--- src/rtl/pipe_ctrl_pkg.sv ---
// ============================================================================
// Module : pipe_ctrl_pkg
// Brief  : Shared types and constants for the pipeline control tracker.
// Rev    : 1.0
// ============================================================================
`default_nettype none

package pipe_ctrl_pkg;

    localparam int TAG_AW = 5;

    typedef struct packed {
        logic              valid;
        logic [TAG_AW-1:0] rd;
        logic              regwrite;
        logic              memread;
    } stage_tag_t;

    localparam logic [TAG_AW-1:0] REG_ZERO   = '0;
    localparam stage_tag_t        BUBBLE_TAG = '0;

    // x0 is never a real destination, so its write enable is dropped on entry.
    function automatic stage_tag_t canon_tag(
        input logic              valid,
        input logic [TAG_AW-1:0] rd,
        input logic              regwrite,
        input logic              memread
    );
        stage_tag_t t;
        t.valid    = valid;
        t.rd       = rd;
        t.regwrite = regwrite & valid & (rd != REG_ZERO);
        t.memread  = memread & valid;
        return t;
    endfunction

endpackage

`default_nettype wire

--- src/rtl/stage_tag_reg.sv ---
// ============================================================================
// Module : stage_tag_reg
// Brief  : One pipeline tag register with sync reset and flush-to-bubble.
// Rev    : 1.0
// ============================================================================
`default_nettype none

module stage_tag_reg
    import pipe_ctrl_pkg::*;
(
    input  logic       clk,
    input  logic       rst,
    input  logic       i_flush,
    input  stage_tag_t i_tag,
    output stage_tag_t o_tag
);

    stage_tag_t r_tag;

    always_ff @(posedge clk) begin
        if (rst || i_flush) begin
            r_tag <= BUBBLE_TAG;
        end else begin
            r_tag <= i_tag;
        end
    end

    assign o_tag = r_tag;

endmodule

`default_nettype wire

--- src/rtl/pipe_ctrl_tracker.sv ---
// ============================================================================
// Module : pipe_ctrl_tracker
// Brief  : Carries rd/RegWrite/MemRead tags D->E->M->W, detects load-use and
//          branch hazards. Optional HAZARD_PERF_CNT_EN adds hazard counters.
// Rev    : 1.0
// ============================================================================
`default_nettype none

module pipe_ctrl_tracker
    import pipe_ctrl_pkg::*;
#(
    parameter int REG_AW   = 5,
    parameter int NUM_REGS = 32
) (
    input  logic              clk,
    input  logic              reset,
    input  logic              ValidD,
    input  logic [REG_AW-1:0] RS1D,
    input  logic [REG_AW-1:0] RS2D,
    input  logic [REG_AW-1:0] RDD,
    input  logic              RegWriteD,
    input  logic              MemReadD,
    input  logic              PCSrcE,
    output logic [REG_AW-1:0] RS1E,
    output logic [REG_AW-1:0] RS2E,
    output logic [REG_AW-1:0] RDE,
    output logic [REG_AW-1:0] RDM,
    output logic [REG_AW-1:0] RDW,
    output logic              RegWriteM,
    output logic              RegWriteW,
    output logic              StallF,
    output logic              StallD,
    output logic              FlushD,
    output logic              FlushE
`ifdef HAZARD_PERF_CNT_EN
    ,
    output logic [31:0]       StallCount,
    output logic [31:0]       FlushCount
`endif
);

    // A mismatched configuration instantiates an undefined module on purpose.
    generate
        if ((REG_AW != TAG_AW) || (NUM_REGS != (1 << REG_AW))) begin : g_bad_cfg
            pipe_ctrl_tracker_bad_parameters u_bad ();
        end
    endgenerate

    stage_tag_t        w_tag_d;
    stage_tag_t        w_tag_e;
    stage_tag_t        w_tag_m;
    stage_tag_t        w_tag_w;
    logic [REG_AW-1:0] r_rs1_e;
    logic [REG_AW-1:0] r_rs2_e;
    logic              w_lw_stall;
    logic              w_flush_e;

    assign w_tag_d = canon_tag(ValidD, RDD, RegWriteD, MemReadD);

    assign w_lw_stall = w_tag_e.memread & w_tag_e.valid & (w_tag_e.rd != REG_ZERO)
                      & ((w_tag_e.rd == RS1D) | (w_tag_e.rd == RS2D)) & ValidD;
    assign w_flush_e  = w_lw_stall | PCSrcE;

    stage_tag_reg u_tag_e (
        .clk     (clk),
        .rst     (reset),
        .i_flush (w_flush_e),
        .i_tag   (w_tag_d),
        .o_tag   (w_tag_e)
    );

    stage_tag_reg u_tag_m (
        .clk     (clk),
        .rst     (reset),
        .i_flush (1'b0),
        .i_tag   (w_tag_e),
        .o_tag   (w_tag_m)
    );

    stage_tag_reg u_tag_w (
        .clk     (clk),
        .rst     (reset),
        .i_flush (1'b0),
        .i_tag   (w_tag_m),
        .o_tag   (w_tag_w)
    );

    always_ff @(posedge clk) begin
        if (reset || w_flush_e) begin
            r_rs1_e <= '0;
            r_rs2_e <= '0;
        end else begin
            r_rs1_e <= RS1D;
            r_rs2_e <= RS2D;
        end
    end

    // Tags only clear on the reset edge, so outputs are masked during reset.
    assign RS1E      = reset ? '0 : r_rs1_e;
    assign RS2E      = reset ? '0 : r_rs2_e;
    assign RDE       = reset ? '0 : w_tag_e.rd;
    assign RDM       = reset ? '0 : w_tag_m.rd;
    assign RDW       = reset ? '0 : w_tag_w.rd;
    assign RegWriteM = ~reset & w_tag_m.regwrite;
    assign RegWriteW = ~reset & w_tag_w.regwrite;

    // A taken branch discards the stalled instruction, so flush wins.
    assign StallF    = ~reset & w_lw_stall & ~PCSrcE;
    assign StallD    = ~reset & w_lw_stall & ~PCSrcE;
    assign FlushD    = ~reset & PCSrcE;
    assign FlushE    = ~reset & w_flush_e;

    logic w_unused;
    assign w_unused = ^{w_tag_e.regwrite, w_tag_m.valid, w_tag_m.memread,
                        w_tag_w.valid, w_tag_w.memread};

`ifdef HAZARD_PERF_CNT_EN
    logic [31:0] r_stall_cnt;
    logic [31:0] r_flush_cnt;

    always_ff @(posedge clk) begin
        if (reset) begin
            r_stall_cnt <= '0;
            r_flush_cnt <= '0;
        end else begin
            if (w_lw_stall && !PCSrcE && (r_stall_cnt != 32'hFFFF_FFFF)) begin
                r_stall_cnt <= r_stall_cnt + 32'd1;
            end
            if (PCSrcE && (r_flush_cnt != 32'hFFFF_FFFF)) begin
                r_flush_cnt <= r_flush_cnt + 32'd1;
            end
        end
    end

    assign StallCount = r_stall_cnt;
    assign FlushCount = r_flush_cnt;
`endif

endmodule

`default_nettype wire

--- config.mk ---
export PLATFORM = sky130hd
export DESIGN_NAME = pipe_ctrl_tracker
export DESIGN_NICKNAME = d
export VERILOG_FILES = /design/src/rtl/pipe_ctrl_pkg.sv /design/src/rtl/stage_tag_reg.sv /design/src/rtl/pipe_ctrl_tracker.sv
export SDC_FILE = /design/constraint.sdc
export NUM_CORES = 1
export LEC_CHECK = 0
export BUFFER_PORTS_ARGS = -buffer_cell sky130_fd_sc_hd__buf_4
export CAP_MARGIN = 20
export CORE_ASPECT_RATIO = 0.7
export CORE_MARGIN = 2
export CORE_UTILIZATION = 50
export CTS_CLUSTER_DIAMETER = 150
export CTS_CLUSTER_SIZE = 12
export DETAILED_ROUTE_END_ITERATION = 8
export PLACE_DENSITY = 0.79
export SLEW_MARGIN = 20
export SYNTH_ARGS = -nofsm -noshare
export SYNTH_HDL_FRONTEND = slang
export SYNTH_HIERARCHICAL = 1
export SYNTH_SLANG_ARGS = --single-unit
export TNS_END_PERCENT = 10
--- constraint.sdc ---
create_clock -name clk -period 3.9 [get_ports clk]
set_input_delay 0.195 -clock clk [delete_from_list [all_inputs] [get_ports clk]]
set_output_delay 0.195 -clock clk [all_outputs]
set_load 0.005 [all_outputs]
==> flow_metrics.tcl <==
set metrics [dict create \
    num_vias 1083 \
    r2r_cells 4 \
    hold_start "RS1D[3]" \
    layout-drive-gt1-share_pct 50.8 \
    cp_data_required_time_ns 3.70 \
    fin_nets 206 \
    crit_path_end_kind "output pin" \
    clockBufferDepth 2 \
    grt_max_degree 51 \
    crit_fanout 13 \
    postCtsSetupRepairBufs 0 \
    finalClockSkew_ns 0.00409 \
    leakage_uw 0.000821 \
    p_comb_share_pct 12.5 \
    cts.hold.buffers_added 0 \
    synthCells 139 \
    start_util_pct 52.2 \
    cts-root-buf "clkbuf_8" \
    wirelength_um 2790 \
    die_w_um 68.4 \
    max_cap_viol_count 0 \
    seqPwrFrac_pct 52.0 \
    yosysWarnings 6 \
    first_pass_iters 4 \
    cts_tree "built" \
    placed_area_um2 1780 \
    insertion_delay_ns 0.27 \
    min_period_over_period_pct 54.3 \
    place.gp.congestion 0.787 \
    core_um2 2780 \
    path_class "register to output pin" \
    boundaryPins 52 \
    port_buffers 51 \
    status "completed" \
    vdd_drop_max_mv 0.265 \
    fin_tns_setup_ns 0 \
    slew_headroom_pct 39.7 \
    cts-buffers-inserted 5 \
    clkSinkCount 30 \
    final_cell_area_um2 1850 \
    grt-ovfl-total 0 \
    r2r_setup_slack_ns 1.95 \
    grt_pass1_wl_um 4400 \
    antenna_cells 0 \
    r2r-end "u_tag_e/o_tag[4]" \
    die_h_um 49.1 \
    setup_viol 0 \
    period_minus_slack_ns 2.12 \
    whs_path_depth 3 \
    slew_violations 0 \
    hp-class "input port to register" \
    post_drt_wl_per_cell_um 12.6 \
    initialDrtViolationCount 66 \
    clock_power_share_pct 35.5 \
    sw_frac_of_total_pct 22.2 \
    fmax_ghz 0.472 \
    synth.avg_cell_area_um2 10.5 \
    h-tree-depth 2 \
    hpwl_um 2100 \
    cp.arrival_ns 1.92 \
    worstMarginPinSlew_ns 0.904 \
    syn2layout_area_growth_pct 27.6 \
    hold_viol 0 \
    crit-reg2reg-launch "u_tag_e/o_tag[4]" \
    vias_per_cell 4.90 \
    grt_use_total_pct 17.5 \
    design.die.area_um2 3360 \
    drcViolationCount 0 \
    whs_ns 0.171 \
    cts_resized 0 \
    hold_end "r_rs1_e[3]" \
    power.density_nw_per_um2 332 \
    grt_pass1_vias 1020 \
    row_count 16 \
    p_int_uw 479 \
    synth_area_um2 1450 \
    start_kind "register" \
    ant_nets 0 \
    power.switching_uw 136 \
    clkTransAtPathRegs_ns 0.06 \
    grt_setup_unrepaired "false" \
    antenna_found_initial 0 \
]
-- per-layer routing --
metal  share of wire (%)  track usage [%]  vias up
met3                 7.5             6.24        6
met5                   0                0        -
met4                 1.4             5.67        0
li1                    -                -      537
met2                  46             26.6       38
met1                  45             23.0      502
-- sequential cells by signal, indices dropped and copies added, names as in the netlist --
name	count
u_tag_w/o_tag	6
r_rs2_e	5
r_rs1_e	5
u_tag_e/o_tag	8
u_tag_m/o_tag	6
-- worst max-delay path, cell delays in order, from the launching register on --
cell     delay, ns
dfxtp_1       0.43
nor3_1        0.08
a21oi_1       0.73
and3_1        0.30
buf_4         0.12
-- final cells by class --
| class | instances | area, µm² |
|---|---|---|
| fillers | 222 | 928 |
| clock buffers | 7 | 76.3 |
| multi-input cells | 96 | 746 |
| inverters | 1 | 3.75 |
| flip-flops and latches | 30 | 601 |
| well taps | 36 | 45.0 |
| repair buffers | 51 | 383 |
-- stage by stage --
| step | instances | setup slack [ns] | util [%] | power [µW] |
|---|---|---|---|---|
| after floorplan | 140 | 2.56 | - | 376 |
| after global placement | 214 | 2.10 | 63.9 | 401 |
| after global routing | 221 | 1.66 | 66.6 | 642 |
| after CTS | 221 | 1.82 | 66.6 | 618 |
| final | 221 | 1.78 | 66.6 | 615 |
| after detailed placement | 214 | 2.01 | 63.9 | 403 |
-- cells in the final DEF, fill, tap and decap left out, types with 2 or more instances in the layout --
master,n
a21oi_1,11
and2b_2,16
buf_4,51
clkbuf_1,2
clkbuf_8,5
conb_1,2
dfxtp_1,30
nand2_1,12
nand3_1,3
nor2_1,2
nor2b_1,12
nor3b_2,20
xnor2_1,10
-- power by group through the flow --
stage	Sequential, µW	Clock [µW]	Combinational, µW
after global routing	321	237	84.1
after CTS	320	221	76.7
after floorplan	325	0	51.4
after detailed placement	327	0	76.2
after global placement	326	0	74.9
final	320	218	76.9
-- worst max-delay path by stage --
stage | slack, ns | from | endpoint | cells after the start
global route | 1.66 | u_tag_e/o_tag[4] | StallD | 4
global placement | 2.10 | u_tag_e/o_tag[4] | u_tag_e/o_tag[2] | 4
CTS | 1.82 | u_tag_e/o_tag[4] | StallF | 4
detailed placement | 2.01 | u_tag_e/o_tag[2] | u_tag_e/o_tag[4] | 4
floorplan | 2.56 | u_tag_e/o_tag[6] | StallF | 5
finish | 1.78 | u_tag_e/o_tag[4] | StallF | 4
No activity file was read; power rests on OpenSTA's default activity.
